===== config.mk =====
export PLATFORM = sky130hd
export DESIGN_NAME = addsub_pipe_top
export DESIGN_NICKNAME = d
export VERILOG_FILES = /design/src/rtl/addsub_pipe_top.sv
export SDC_FILE = /design/constraint.sdc
export NUM_CORES = 1
export LEC_CHECK = 0
export ABC_AREA = 1
export ABC_CLOCK_PERIOD_IN_PS = 1930
export CAP_MARGIN = 20
export CORE_ASPECT_RATIO = 1.25
export CORE_MARGIN = 2
export CORE_UTILIZATION = 49
export CTS_CLUSTER_SIZE = 28
export DETAILED_ROUTE_END_ITERATION = 16
export GPL_ROUTABILITY_DRIVEN = 0
export GPL_TIMING_DRIVEN = 0
export PLACE_DENSITY = 0.84
export REMOVE_ABC_BUFFERS = 1
export SLEW_MARGIN = 20
export SYNTH_ARGS = -nofsm -noshare
export SYNTH_HDL_FRONTEND = slang
export SYNTH_SLANG_ARGS = --single-unit

===== constraint.sdc =====
create_clock -name clk -period 1.93 [get_ports clk]
set_clock_uncertainty 0.2 [all_clocks]
set_input_delay 0.4825 -clock clk [delete_from_list [all_inputs] [get_ports clk]]
set_output_delay 0.4825 -clock clk [all_outputs]
set_load 0.01 [all_outputs]

===== src/rtl/addsub_pipe_top.sv =====
`default_nettype none
// +----------------------------------------------------------------------------+
// | addsub_pipe_top : three-operand add/sub datapath behind an elastic          |
// | valid/ready pipeline of STAGES registers. ADDSUB_PIPE_OVF_EN adds ovf.      |
// | Revision: 1.0                                                               |
// +----------------------------------------------------------------------------+
module addsub_pipe_top #(
    parameter int WIDTH  = 8,
    parameter int STAGES = 2,
    parameter int CNT_W  = 16
) (
    input  logic             clk,
    input  logic             rst_n,
    input  logic             in_valid,
    output logic             in_ready,
    input  logic [WIDTH-1:0] a,
    input  logic [WIDTH-1:0] b,
    input  logic [WIDTH-1:0] c,
    input  logic [1:0]       mode,
    output logic             out_valid,
    input  logic             out_ready,
    output logic [WIDTH-1:0] result,
    output logic [CNT_W-1:0] done_cnt
`ifdef ADDSUB_PIPE_OVF_EN
    ,
    output logic             ovf
`endif
);

    localparam logic [1:0] c_mode_sum  = 2'b00;
    localparam logic [1:0] c_mode_diff = 2'b01;
    localparam logic [1:0] c_mode_aadd = 2'b10;
    localparam logic [1:0] c_mode_asub = 2'b11;

`ifdef ADDSUB_PIPE_OVF_EN
    // Two guard bits: bit WIDTH flags >= 2^WIDTH, bit WIDTH+1 flags negative.
    localparam int CW = WIDTH + 2;
    localparam int DW = WIDTH + 1;
`else
    localparam int CW = WIDTH;
    localparam int DW = WIDTH;
`endif

    logic [CW-1:0]     add_w;
    logic [CW-1:0]     sub_w;
    logic [CW-1:0]     full_w;
    logic [DW-1:0]     calc_w;

    logic [STAGES:0]   stage_ready;
    logic [STAGES-1:0] valid_q;
    logic [STAGES-1:0] valid_d;
    logic [DW-1:0]     data_q [STAGES];
    logic [DW-1:0]     data_d [STAGES];
    logic [CNT_W-1:0]  done_cnt_q;
    logic [CNT_W-1:0]  done_cnt_d;
    logic              drain_w;

    always_comb begin
        add_w  = CW'(b) + CW'(c);
        sub_w  = CW'(b) - CW'(c);
        full_w = '0;
        case (mode)
            c_mode_sum:  full_w = add_w + sub_w;
            c_mode_diff: full_w = add_w - sub_w;
            c_mode_aadd: full_w = CW'(a) + add_w;
            c_mode_asub: full_w = CW'(a) - sub_w;
            default:     full_w = '0;
        endcase
`ifdef ADDSUB_PIPE_OVF_EN
        calc_w = {(|full_w[CW-1:WIDTH]), full_w[WIDTH-1:0]};
`else
        calc_w = full_w;
`endif
    end

    // Ready ripples from the output back to the input in one cycle.
    always_comb begin
        stage_ready         = '0;
        stage_ready[STAGES] = out_ready;
        for (int k = STAGES - 1; k >= 0; k--) begin
            stage_ready[k] = !valid_q[k] || stage_ready[k+1];
        end
    end

    always_comb begin
        valid_d = valid_q;
        data_d  = data_q;
        if (stage_ready[0]) begin
            valid_d[0] = in_valid;
            if (in_valid) begin
                data_d[0] = calc_w;
            end
        end
        for (int k = 1; k < STAGES; k++) begin
            if (stage_ready[k]) begin
                valid_d[k] = valid_q[k-1];
                if (valid_q[k-1]) begin
                    data_d[k] = data_q[k-1];
                end
            end
        end
    end

    assign drain_w = valid_q[STAGES-1] && out_ready;

    always_comb begin
        done_cnt_d = done_cnt_q;
        if (drain_w) begin
            done_cnt_d = done_cnt_q + CNT_W'(1);
        end
    end

    always_ff @(posedge clk or negedge rst_n) begin
        if (!rst_n) begin
            valid_q    <= '0;
            done_cnt_q <= '0;
            for (int k = 0; k < STAGES; k++) begin
                data_q[k] <= '0;
            end
        end else begin
            valid_q    <= valid_d;
            done_cnt_q <= done_cnt_d;
            for (int k = 0; k < STAGES; k++) begin
                data_q[k] <= data_d[k];
            end
        end
    end

    assign in_ready  = stage_ready[0];
    assign out_valid = valid_q[STAGES-1];
    assign result    = data_q[STAGES-1][WIDTH-1:0];
    assign done_cnt  = done_cnt_q;
`ifdef ADDSUB_PIPE_OVF_EN
    assign ovf       = data_q[STAGES-1][WIDTH];
`endif

endmodule
`default_nettype wire


Word level (Yosys, flattened, before mapping)
Index checks and enable logic that the tools add are counted.
- bits in registers: 34
- word-level logic and storage cells: 24
- $add $sub $neg: 7
- equality and inequality tests: 3
- muxes and demuxes: 1
- reductions and logical operators: 8
- operators with widths (cell ; number):
    case mux 8 bit (4 select lines) ; 1
    adder 8 bit ; 3
    subtractor 8 bit ; 3
    adder 16 x 1 -> 16 bit (second input constant) ; 1
    equality test 2 bit (second input constant) ; 2
    AND reduction 2 bit ; 2
    equality test 2 x 1 -> 1 bit (second input constant) ; 1
    logical NOT 1 bit ; 2
    logical NOT 2 bit ; 1
    logical OR 1 bit ; 2
    logical AND 1 bit ; 1

Depth between registers and ports, before layout
Gate-level depths: netlist of run 1.
- depth in word-level cells: 4
- mapped depth: 25
- mapped depth without buffers: 24

Least setup slack after synthesis of run 1
No wires, ideal clock.
- path type: in2reg
- start point: input port b[0]
- end point: register data_q[15] (netlist bit)
- library setup time: 0.122 ns
- data arrival time: 3.067 ns
- required time: 1.608 ns
- setup slack: -1.459 ns
- cell stages on the path: 19
- path buffers: 0
- cells stage by stage: inv_1 ha_1 inv_1 fa_1 inv_1 ha_1 nand4_1 o31ai_1 xor2_1 inv_1 ha_1 a21oi_1 o21ai_0 a31oi_1 nand3_1 a21oi_1 nor2_1 nor2_1 a21oi_1
- cells in the longest elaborated chain, start to end: 3
- elaborated cells on any way between the ends: 7
- those cells by class: 6 x add/sub; 1 x mux
- ends and longest elaborated chain (what ; RTL line ; RTL):
    start, declared ; 17 ; input logic [WIDTH-1:0] b,
    subtractor 8 bit or adder 8 bit (tied branches) ; 60, 59 ;
    subtractor 8 bit (tied with other cells) ; 66 ; c_mode_asub: full_w = CW'(a) - sub_w;
    case mux 8 bit (4 select lines) * ; 62 ; case (mode)
    end signal, assigned by index ; 124 ; data_q[k] <= data_d[k];
    end, declared ; 52 ; logic [DW-1:0] data_q [STAGES];
Mark *: on every way between the ends. The rest lies on a longest branch, timed or not.
A chain may end at the register's enable or synchronous reset.

Final worst setup path of run 1
- start point: input port c[0]
- end point: register data_q[15] (netlist bit)
- cells in the longest elaborated chain, start to end: 3
- elaborated cells on any way between the ends: 7
- those cells by class: 6 x add/sub; 1 x mux
- ends and longest elaborated chain (what ; RTL line ; RTL):
    start, declared ; 18 ; input logic [WIDTH-1:0] c,
    subtractor 8 bit or adder 8 bit (tied branches) ; 60, 59 ;
    subtractor 8 bit (tied with other cells) ; 66 ;
    case mux 8 bit (4 select lines) * ; 62 ;
Marked as above.

==> impl_metrics.toml, run 1 <==
[status]
status = "finished with violations"
violations = "negative setup slack"

[floorplan]
rows = 33
ios = 56
fp.dieArea_um2 = 7295
core_um2 = 6482
die_y_um = 94.99
die_w_um = 76.80
initial_core_util_pct = 50.07

[power]
p_leak_nw = 2.244
peakVddDrop_v = 0.0004610
power_density_nw_per_um2 = 842.3

[placed_design]
port_buffers = 55
dp_hpwl_mm = 5.734
place_area_um2 = 3774

[cells_and_area]
stdcell_area_um2 = 4529
diodes = 0
fin_nets = 594
syn2layout_area_growth_pct = 39.55
layout-drive-gt1-share_pct = 29.43

[grt]
antenna_found_initial = 0
grt_pass1_vias = 3190
grt_usage_pct = 22.48
gr-total-overflow = 0
grt_max_degree = 35
grt_pass1_wl_mm = 13.46

[clocking]
clkTransAtPathRegs_ps = 60
hold_buffers = 0
clock-root-buffer = "clkbuf_8"
clkLatencyLatePin_ps = 280
numCtsBuffers = 5
tritoncts = "built"
cts_sinks = 34
cts_buffer_depth = 2
htreeDepth = 2

[setup_path]
critPathLaunchType = "primary input"
critPathKind = "primary input to flop"
worstPathArrival_ps = 3380
cp.required_ps = 1940
crit_path_end_kind = "flop"
path_max_fanout = 3

[logic_synthesis]
ys_seq_elements = 34
ys_warn_count = 0
synthFlopType = "dfrtp_1"
synthCells = 446
ys_seq_area_share_pct = 26.21
synthArstFlopShare_pct = 100.0
syn_area_um2 = 3246
post_synth.cell_area_avg_um2 = 7.277
synth_edf_count = 0
ys_types = 34

[sta]
fin_tns_setup_ps = -6933
hold_viol = 0
whs_ps = 55.78
layout_setup_ws_ps = -1440
finalCritPeriodShare_pct = 174.6
fin_crit_ps = 3370
rsz0062_at_grt = "yes"
fmax_mhz = 296.7
slew_violations = 0
relSlewSlack_pct = 50.94
tightest_slew_ps = 735.8
setup_viol = 8

[flow_run]
drv_cap = 0

[routing]
drt_pass1_iterations = 6
wl_mm = 8.621
post-route-drc-count = 0
wire_per_inst_um = 13.97
vias_per_cell = 5.366
drtAntennaViolNets = 0
drt-initial-drc-count = 176
vias = 3311

[min_path]
hp-class = "primary input to asynchronous set/reset pin"
## placed cells by master (no fill, tap or decap), types with 3 or more instances in the layout
cell / n
a21oi_1: 15
a21oi_2: 9
a31oi_1: 6
buf_2: 6
buf_4: 36
clkbuf_8: 5
clkdlybuf4s50_1: 30
dfrtp_1: 33
dlygate4sd2_1: 10
dlymetal6s2s_1: 5
fa_2: 3
ha_1: 18
ha_4: 10
inv_1: 46
inv_2: 13
inv_4: 4
mux2_2: 7
nand2_1: 89
nand2_2: 20
nand3_1: 28
nand3_2: 10
nand4_1: 6
nor2_1: 23
nor2_2: 8
nor2_4: 3
nor3_1: 3
nor3_4: 3
o21ai_0: 11
o21ai_1: 10
xnor2_1: 8
xor2_1: 17
## final timing paths
path | startpoint | end | slack [ps] | depth (start not counted)
worst max-delay path | c[0] | data_q[15]$_DFFE_PN0P_ | -1440 | 20
worst min-delay path | rst_n | done_cnt[4]$_DFFE_PN0P_ | 60 | 1
worst max register to register | done_cnt[1]$_DFFE_PN0P_ | done_cnt[12]$_DFFE_PN0P_ | -40 | 9
worst min register to register | done_cnt[15]$_DFFE_PN0P_ | done_cnt[15]$_DFFE_PN0P_ | 280 | 1
max in group asynchronous | rst_n | valid_q[1]$_DFFE_PN0P_ | 970 | 1
min in group clk | done_cnt[15]$_DFFE_PN0P_ | done_cnt[15]$_DFFE_PN0P_ | 280 | 1
## state kept, by name, indices dropped and copies added (netlist names)
register,count
data_q,8
done_cnt,16
result,8
valid_q,2
## routing by layer
layer / wire length [um] / global-route usage, %
met5: 0 / 0
met4: 255 / 10.45
met3: 316 / 1.338
met2: 4900 / 46.35
met1: 3148 / 22.82
## final cells by class
type	instances	area, um^2
Multi-Input combinational cell	330	2394
Fill cell	485	1953
Sequential cell	34	852.1
Timing Repair Buffer	94	835.8
Inverter	65	262.8
Tap cell	87	108.9
Clock buffer	7	76.32
## worst max-delay path: stages
cell and delay [ps]:
buf_8 100, ha_4 150, inv_4 50, fa_2 420, inv_2 90, ha_4 130
nand4_1 210, o31ai_4 260, xor2_1 180, inv_1 90, ha_4 230, a21oi_2 100
o21ai_1 60, a31oi_1 240, nand3_1 160, nand3_1 110, nand2_1 60, nor2_2 90
nor2_2 50, a21oi_2 110
## cells in the mapped netlist, types with 2 or more instances
cell type,number,area share [%]
a21o_1,2,0.46
a21oi_1,24,3.7
a21oi_4,2,1.0
a31oi_1,7,1.3
buf_2,2,0.31
buf_4,10,2.3
buf_6,3,1.0
clkbuf_1,2,0.23
dfrtp_1,34,26
fa_1,4,2.5
ha_1,30,12
inv_1,61,7.1
inv_2,3,0.35
mux2_2,7,2.4
nand2_1,103,12
nand2_2,7,1.3
nand3_1,38,5.9
nand3_2,2,0.62
nand3b_1,2,0.46
nand4_1,6,1.2
nor2_1,28,3.2
nor2_2,5,0.96
nor3_1,4,0.62
nor3_2,3,0.93
o211ai_1,2,0.46
o21ai_0,23,3.5
o31ai_1,2,0.46
xnor2_1,8,2.2
xor2_1,17,4.6
## power by group
group / internal (mW) / leakage (nW) / switching, mW
logic: 1.07 / 1.80 / 1.17
clock network: 0.248 / 0.0383 / 0.235
registers: 0.933 / 0.409 / 0.155
## cell families after synthesis
group	share of synthesized area, %
other cells	0.1155
fa+ha+maj	14.03
mux	2.429
compound gates	11.45
buf+inv	11.57
flops	26.21
simple gates	27.45
xor+xnor	6.746
## metrics by stage
step                util [%]  setup WS, ps  instances  total power, mW
floorplan                  -         -1460        429            2.200
global placement       58.29         -2324        571            2.776
detailed placement     58.21         -2372        571            2.852
CTS                    66.82         -1396        609            3.598
global route           69.87         -1587        617            4.083
finish                 69.87         -1440        617            3.815
## timing repair
| item | in CTS | in global routing |
|---|---|---|
| buffers inserted | 31 | 8 |
| endpoints found under the setup margin | 23 | 18 |
| gates resized for setup | 119 | 44 |
| pin swaps | 53 | 40 |
(Power assumes the default switching activity.)
==> inputs of run 2 (changes only) <==
- SKIP_CTS_REPAIR_TIMING: not set -> 1
==> impl_metrics.toml, run 2 (synthesis results as in run 1) <==
[flow_run]
drv_cap = 0

[sta]
fin_crit_ps = 3422
layout_setup_ws_ps = -1492
hold_viol = 0
fin_tns_setup_ps = -7489
relSlewSlack_pct = 50.68
finalCritPeriodShare_pct = 177.3
setup_viol = 9
rsz0062_at_grt = "yes"
tightest_slew_ps = 739.9
whs_ps = 63.63
slew_violations = 0
fmax_mhz = 292.2

[floorplan]
die_y_um = 94.99
core_um2 = 6482
fp.dieArea_um2 = 7295
rows = 33
die_w_um = 76.80
ios = 56
initial_core_util_pct = 50.07

[routing]
vias = 3120
vias_per_cell = 5.157
drtAntennaViolNets = 0
post-route-drc-count = 0
wire_per_inst_um = 13.19
drt-initial-drc-count = 117
drt_pass1_iterations = 4
wl_mm = 7.980

[cells_and_area]
diodes = 0
final_common_cell = "nand2_1"
mostFrequentLayoutCells = "nand2_1 (94), inv_1 (47), dfrtp_1 (32), clkdlybuf4s50_1 (32), nand3_1 (29)"
num-fill-cells = 502
largest_reg_flops = 16
register_area_um2 = 853.3
layout-drive-gt1-share_pct = 25.48
syn2layout_area_growth_pct = 35.08
multi_input_area_um2 = 2307
fin_nets = 582

[setup_path]
ff2ff_setup_slack_ps = -200
cpPeakStageDelay_ps = 450
cp_common_cell = "ha_4"
crit_chain = "buf_8, inv_4, ha_4, inv_4, fa_1, inv_2, ha_4, nand4_1, o31ai_4, xor2_1, inv_1, ha_4, a21oi_2, o21ai_1, a31oi_1, nand3_1, nand3_1, nand2_1, nor2_2, nor2_2, a21oi_2"
path_max_fanout = 4
worstPathArrival_ps = 3430
r2r_start = "done_cnt[1]$_DFFE_PN0P_"
cp.required_ps = 1940
critPathLaunchType = "primary input"
path_depth = 21
rr_endpoint = "done_cnt[12]$_DFFE_PN0P_"
slowest_stage = "fa_1"
r2r_cells = 9
crit_path_end_kind = "flop"
critPathTopFamily = "adder cells"
critPathKind = "primary input to flop"
cp_num_buf_inv = 5

[power]
peakVddDrop_v = 0.0005705
p_leak_nw = 2.280
p_total_mw = 3.693
power_density_nw_per_um2 = 842.4

[status]
status = "finished with violations"
violations = "negative setup slack"

[clocking]
clkTransAtPathRegs_ps = 60
cts_buffer_depth = 2
htreeDepth = 2
tritoncts = "built"
numCtsBuffers = 5
cts_sinks = 34
clkLatencyLatePin_ps = 280
clock-root-buffer = "clkbuf_8"

[min_path]
hp-class = "primary input to asynchronous set/reset pin"

[grt]
grt_max_degree = 35
grt_pass1_vias = 2881
gr-total-overflow = 0
antenna_found_initial = 0
grt_usage_pct = 19.66
grt_pass1_wl_mm = 11.81

[placed_design]
dp_hpwl_mm = 5.734
port_buffers = 55
## run 2: cell types whose count changed in the layout (fill, tap and decap cells not counted), moves of 3 or more
cell / change
buf_4: -10
dlymetal6s2s_1: +11
buf_2: -5
nand2_2: -4
o21ai_0: +3
dlygate4sd2_1: -10
clkbuf_2: +5
nand2_1: +5
## run 2: per-stage QoR
step / cell area (um^2) / std cells / setup slack [ps] / utilization [%]
after global placement: 3779 / 571 / -2324 / 58.29
final: 4384 / 605 / -1492 / 67.63
after CTS: 3850 / 578 / -2091 / 59.39
after global routing: 4384 / 605 / -1693 / 67.63
after detailed placement: 3774 / 571 / -2372 / 58.21
after floorplan: 3119 / 429 / -1460 / -
## run 2: layout make-up
type,count,share of cell area [%]
Timing Repair Buffer,82,17.81
Clock buffer,7,1.741
Tap cell,87,2.483
Multi-Input combinational cell,330,52.63
Sequential cell,34,19.46
Inverter,65,5.879
## run 2: how the worst max path moves through the flow
stage / start / endpoint
finish: b[0] / data_q[15]$_DFFE_PN0P_
global route: c[5] / data_q[15]$_DFFE_PN0P_
global placement: c[2] / data_q[15]$_DFFE_PN0P_
CTS: c[2] / data_q[15]$_DFFE_PN0P_
detailed placement: c[2] / data_q[15]$_DFFE_PN0P_
floorplan: b[0] / data_q[15]$_DFFE_PN0P_
## run 2: per-layer routing
| layer | wire (um) | share of wire, % | global-route usage (%) |
|---|---|---|---|
| met5 | 0 | 0 | 0 |
| met3 | 308 | 3.9 | 1.530 |
| met4 | 227 | 2.8 | 9.697 |
| met2 | 4369 | 55 | 39.99 |
| met1 | 3075 | 39 | 19.96 |
## run 2: power breakdown
part / total (mW) / switching, mW / internal, mW
sequential: 1.09 / 0.153 / 0.934
clock: 0.476 / 0.228 / 0.248
combinational: 2.13 / 1.11 / 1.02
total: 3.69 / 1.49 / 2.20
